`src/rtl/vga_timing_pkg.sv`:
```
// Shared 640x480@60 raster timing constants and the pixel-coordinate width.
// Graphics blocks import this to size their coordinates and screen bounds.
package vga_timing_pkg;

    localparam int COORD_W   = 10;

    localparam int H_DISPLAY = 640;
    localparam int H_FRONT   = 16;
    localparam int H_SYNC    = 96;
    localparam int H_BACK    = 48;
    localparam int H_TOTAL   = H_DISPLAY + H_FRONT + H_SYNC + H_BACK;

    localparam int V_DISPLAY = 480;
    localparam int V_FRONT   = 10;
    localparam int V_SYNC    = 2;
    localparam int V_BACK    = 33;
    localparam int V_TOTAL   = V_DISPLAY + V_FRONT + V_SYNC + V_BACK;

    // Visible screen extent as seen by the graphics generators
    localparam int MAX_X     = H_DISPLAY;
    localparam int MAX_Y     = V_DISPLAY;

    // True when a scan coordinate lies in the inclusive range [lo, hi]
    function automatic logic in_window(input logic [COORD_W-1:0] val,
                                       input int lo, input int hi);
        return (int'(val) >= lo) && (int'(val) <= hi);
    endfunction

endpackage

```
`src/rtl/vga_pix_tick.sv`:
```
// Pixel-rate divider: a mod-PIX_DIV counter whose last count is the pixel tick.
// With PIX_DIV = 1 the counter is pinned at its last value, so the tick is always high.
module vga_pix_tick #(
    parameter int PIX_DIV = 2
) (
    input  logic clk,
    input  logic reset,
    output logic p_tick
);

    localparam int              DIV_W    = (PIX_DIV > 1) ? $clog2(PIX_DIV) : 1;
    localparam logic [DIV_W-1:0] DIV_LAST = DIV_W'(PIX_DIV - 1);

    logic [DIV_W-1:0] div_cnt;

    // Count 0..PIX_DIV-1 and wrap; runs freely whenever out of reset
    always_ff @(posedge clk or posedge reset) begin
        if (reset) begin
            div_cnt <= '0;
        end else if (div_cnt == DIV_LAST) begin
            div_cnt <= '0;
        end else begin
            div_cnt <= div_cnt + 1'b1;
        end
    end

    assign p_tick = (div_cnt == DIV_LAST);

endmodule

```
`src/rtl/vga_sync_gen.sv`:
```
// VGA raster generator: scan counters, registered sync pulses, visible-area flag
// and line/frame strobes. Produces the pix_x/pix_y/video_on stream for the
// graphics blocks. Syncs are registered from the next-state counters so they
// line up with pix_x/pix_y in the same clk.
module vga_sync_gen #(
    parameter int PIX_DIV         = 2,
    parameter int H_DISPLAY       = vga_timing_pkg::H_DISPLAY,
    parameter int H_FRONT         = vga_timing_pkg::H_FRONT,
    parameter int H_SYNC          = vga_timing_pkg::H_SYNC,
    parameter int H_BACK          = vga_timing_pkg::H_BACK,
    parameter int V_DISPLAY       = vga_timing_pkg::V_DISPLAY,
    parameter int V_FRONT         = vga_timing_pkg::V_FRONT,
    parameter int V_SYNC          = vga_timing_pkg::V_SYNC,
    parameter int V_BACK          = vga_timing_pkg::V_BACK,
    parameter bit SYNC_ACTIVE_LOW = 1'b1
) (
    input  logic                               clk,
    input  logic                               reset,
    output logic                               hsync,
    output logic                               vsync,
    output logic                               video_on,
    output logic                               p_tick,
    output logic [vga_timing_pkg::COORD_W-1:0] pix_x,
    output logic [vga_timing_pkg::COORD_W-1:0] pix_y,
    output logic                               line_tick,
    output logic                               frame_tick
);

    import vga_timing_pkg::*;

    localparam int H_TOT    = H_DISPLAY + H_FRONT + H_SYNC + H_BACK;
    localparam int V_TOT    = V_DISPLAY + V_FRONT + V_SYNC + V_BACK;
    localparam int HS_START = H_DISPLAY + H_FRONT;
    localparam int HS_END   = HS_START + H_SYNC - 1;
    localparam int VS_START = V_DISPLAY + V_FRONT;
    localparam int VS_END   = VS_START + V_SYNC - 1;

    localparam logic [COORD_W-1:0] H_LAST   = COORD_W'(H_TOT - 1);
    localparam logic [COORD_W-1:0] V_LAST   = COORD_W'(V_TOT - 1);
    localparam logic [COORD_W-1:0] V_VIS_LAST = COORD_W'(V_DISPLAY - 1);

    localparam logic SYNC_ON  = ~SYNC_ACTIVE_LOW;
    localparam logic SYNC_OFF = SYNC_ACTIVE_LOW;

    if ((H_TOT > (1 << COORD_W)) || (V_TOT > (1 << COORD_W))) begin : g_total_check
        $error("vga_sync_gen: H_TOTAL/V_TOTAL exceed the 10-bit scan counter range");
    end

    if ((PIX_DIV < 1) || (PIX_DIV > 16)) begin : g_div_check
        $error("vga_sync_gen: PIX_DIV must be within 1..16");
    end

    logic [COORD_W-1:0] h_cnt;
    logic [COORD_W-1:0] v_cnt;
    logic [COORD_W-1:0] h_nxt;
    logic [COORD_W-1:0] v_nxt;
    logic               end_of_line;

    vga_pix_tick #(
        .PIX_DIV (PIX_DIV)
    ) u_pix_tick (
        .clk    (clk),
        .reset  (reset),
        .p_tick (p_tick)
    );

    assign end_of_line = p_tick && (h_cnt == H_LAST);

    // Next scan position: h steps per pixel, v steps on the line wrap, both wrap together
    always_comb begin
        h_nxt = h_cnt;
        v_nxt = v_cnt;
        if (p_tick) begin
            if (h_cnt == H_LAST) begin
                h_nxt = '0;
                v_nxt = (v_cnt == V_LAST) ? '0 : v_cnt + 1'b1;
            end else begin
                h_nxt = h_cnt + 1'b1;
            end
        end
    end

    // Scan counters and syncs; syncs decode the next position to stay aligned with pix_x/pix_y
    always_ff @(posedge clk or posedge reset) begin
        if (reset) begin
            h_cnt <= '0;
            v_cnt <= '0;
            hsync <= SYNC_OFF;
            vsync <= SYNC_OFF;
        end else begin
            h_cnt <= h_nxt;
            v_cnt <= v_nxt;
            hsync <= in_window(h_nxt, HS_START, HS_END) ? SYNC_ON : SYNC_OFF;
            vsync <= in_window(v_nxt, VS_START, VS_END) ? SYNC_ON : SYNC_OFF;
        end
    end

    assign pix_x      = h_cnt;
    assign pix_y      = v_cnt;
    assign video_on   = (int'(h_cnt) < H_DISPLAY) && (int'(v_cnt) < V_DISPLAY);
    assign line_tick  = end_of_line;
    assign frame_tick = end_of_line && (v_cnt == V_VIS_LAST);

endmodule

```
`config.mk`:
```
export PLATFORM = sky130hd
export DESIGN_NAME = vga_sync_gen
export DESIGN_NICKNAME = d
export VERILOG_FILES = /design/src/rtl/vga_timing_pkg.sv /design/src/rtl/vga_pix_tick.sv /design/src/rtl/vga_sync_gen.sv
export SDC_FILE = /design/constraint.sdc
export NUM_CORES = 1
export LEC_CHECK = 0
export CAP_MARGIN = 10
export CORE_UTILIZATION = 46
export CTS_CLUSTER_DIAMETER = 120
export DETAILED_ROUTE_END_ITERATION = 7
export GPL_TIMING_DRIVEN = 0
export PLACE_DENSITY = 0.81
export SLEW_MARGIN = 10
export SYNTH_ARGS = -nofsm -noshare
export SYNTH_HDL_FRONTEND = slang
export SYNTH_SLANG_ARGS = --single-unit
```
`constraint.sdc`:
```
create_clock -name clk -period 2.5 [get_ports clk]
set_input_delay 0.375 -clock clk [delete_from_list [all_inputs] [get_ports clk]]
set_output_delay 0.375 -clock clk [all_outputs]
set_load 0.05 [all_outputs]
```
==> reports/qor.txt <==
Max VDD drop - 0.198 mV
Yosys reg bits - 23
Die extent in y - 57.7 um
Rows - 19
Setup TNS - 0 ns
CTS tree - built
Failing checks - design-rule violations
Wire per inst - 15.1 um
TritonCTS Buffers - 3
Req. time, crit path - 2.12 ns
Initial DRC Count - 69
Worst-Skew Late Latency - 0.33 ns
Worst min path class - input port to asynchronous set/reset pin
Final setup vio count - 0
Initial Util - 0.500
Fin cells - 223
Syn_nets - 157
Number of enable flip-flop cells after synthesis - 0
Hold_buf cts - 0
CP startpoint kind - flip-flop
Worst Setup End Kind - output pin
Post-DP HPWL - 2360 um
WL final - 3380 um
Multi-input gate area - 831 sq um
GRT Util Overall - 0.213
Worst-Margin Slew - 0.897 ns
Top post-synthesis cells by area - dfrtp_1 (37%), nand2_1 (4.0%), nand3_1 (3.9%)
Final slew viol count - 0
CP cell instances - o21ai_0 > and3b_1 > clkdlybuf4s50_1
Post-synth top area share - 0.369
Vias in the first global route - 1,221
Pre-CTS WS - -0.192 ns
Final net count - 198
FF/Latch Area - 587 sq um
Pin count of the biggest net entering global routing - 24
Placed cell count - 210
Crit Path Category - flip-flop to output pin
Ports - 28
Via count - 1,322
Synth Flop Type - dfrtp_1
Post-Syn Area - 1430 sq um
Worst-path clk slew - 0.15 ns
Top post-synthesis cells by count - dfrtp_1 (21), nand2_1 (15), nand3_1 (11), nor2_1 (11), o21ai_0 (9)
Final Cell Area - 1890 sq um
Status - finished, violations left
Fmax achieved - 406 MHz
Gr ovfl total - 0
CTS max path bufs - 2
Critical Path AT - 2.09 ns
First-pass GRT wire length - 5530 um
Initial antenna violation count - 0
Mean Syn Cell Area - 9.38 sq um
Leak Pwr - 0.755 nW
H-tree depth - 1
Hold Slack - 0.517 ns
Fill count - 229
Layout Area Growth over Synthesis - 32.7%
Yosys warnings - 0
Layout cell share with drive strength beyond 1 - 0.234
Post-route ant nets - 0
Vias per inst - 5.93
Area leader, netlist - dfrtp_1
Post-layout util - 0.663
Pre-antenna DRT Iters - 6
Placer Congestion - 0.863
Sequential share of the synthesized area - 0.406
Max_slew headroom - 0.401
CP peak stage delay - 0.79 ns
Port Buffers - 27
Fin crit share - 0.986
Unique masters post-synth - 49
Core footprint - 2850 sq um
CTS Sinks - 23
Slowest CP cell - clkdlybuf4s50_1
Critical Path Fanout Max - 5
Synthesized instance count - 152
Synth async-reset ratio - 1.00
RSZ-0062 raised after global routing - false
Worst setup margin - 0.0358 ns
Fin crit period - 2.46 ns
Top-count cell post-synth - dfrtp_1
Die ar. - 3320 sq um
Diode count - 0
Cell Area, Placed - 1790 sq um
Root Driver - clkbuf_4
Max-Cap Viols - 0
Die span in x - 57.7 um
Post-Route Skew - 0.0141 ns
Residual DRC - 2
Pwr Total - 0.569 mW
Hold Fails Final Rpt - 0
Pwr per Cell Area - 301 nW/um^2
==> worst max-delay path: cells and delay by family (launching register included) <==
family                 cells  cell delay (ns)
buffers and inverters      1             0.79
AOI/OAI and AO/OA          1             0.28
DFF                        1             0.49
and+or+nand+nor            1             0.20
==> state kept, by name, summed over array words and instances, names as in the netlist <==
register	cells
hsync	1
pix_x	10
pix_y	10
vsync	1
u_pix_tick.p_tick	1
==> repair_timing <==
item / 4_1_cts / 5_1_grt
resized for setup: 11 / 2
setup buffers: 0 / 8
pin swaps: 0 / 4
setup endpoints to repair: 2 / 2
==> final timing paths <==
kind                            slack (ns)  cells past startpoint  endpoint  startpoint
worst min register to register        0.58                      1  pix_x[7]    pix_x[7]
min in group clk                      0.58                      1  pix_x[7]    pix_x[7]
worst min-delay path                  0.52                      2  pix_x[8]       reset
max in group asynchronous             1.37                      2  pix_y[0]       reset
worst max-delay path                  0.04                      3  video_on    pix_x[8]
worst max register to register        0.11                      7     vsync    pix_y[1]
==> where the power goes <==
part / internal, mW / switching (mW)
Combinational: 0.00144 / 0.00732
Clock: 0.0612 / 0.127
Sequential: 0.372 / 0
==> per-layer routing <==
layer	share of wire	vias up	routed length (um)	track usage
met2	0.48	34	1640	0.349
met4	0.015	0	51	0.0714
met5	0	-	0	0
met3	0.036	6	122	0.0201
li1	-	637	-	-
met1	0.46	645	1570	0.299
==> placed cells by master, fill, tap and decap left out, types with 4 or more instances in the layout <==
cell and n:
a21oi_1 5, buf_4 11, clkdlybuf4s50_1 25, dfrtp_1 14
dfrtp_2 7, inv_1 6, nand2_1 15, nand3_1 11
nor2_1 10, nor3_1 5, o21ai_0 9, or3_1 4
xnor2_1 4, xor2_1 4
==> logic make-up after synthesis <==
family,count (synthesis),share of synthesized area
and+or+nand+nor,72,0.308
buffers and inverters,14,0.0500
DFF,23,0.406
AOI/OAI and AO/OA,30,0.146
xor gates and xnor gates,8,0.0492
adders and majority gates,3,0.0263
muxes,2,0.0149
==> cell type report <==
class | count | area share
multi-input combinational | 115 | 0.439
sequential | 23 | 0.310
timing repair buffer | 36 | 0.173
buffer | 7 | 0.0271
tap | 31 | 0.0205
inverter | 7 | 0.0139
clock buffer | 3 | 0.0119
clock inverter | 1 | 0.00397
No activity file was read; power rests on OpenSTA's default activity.
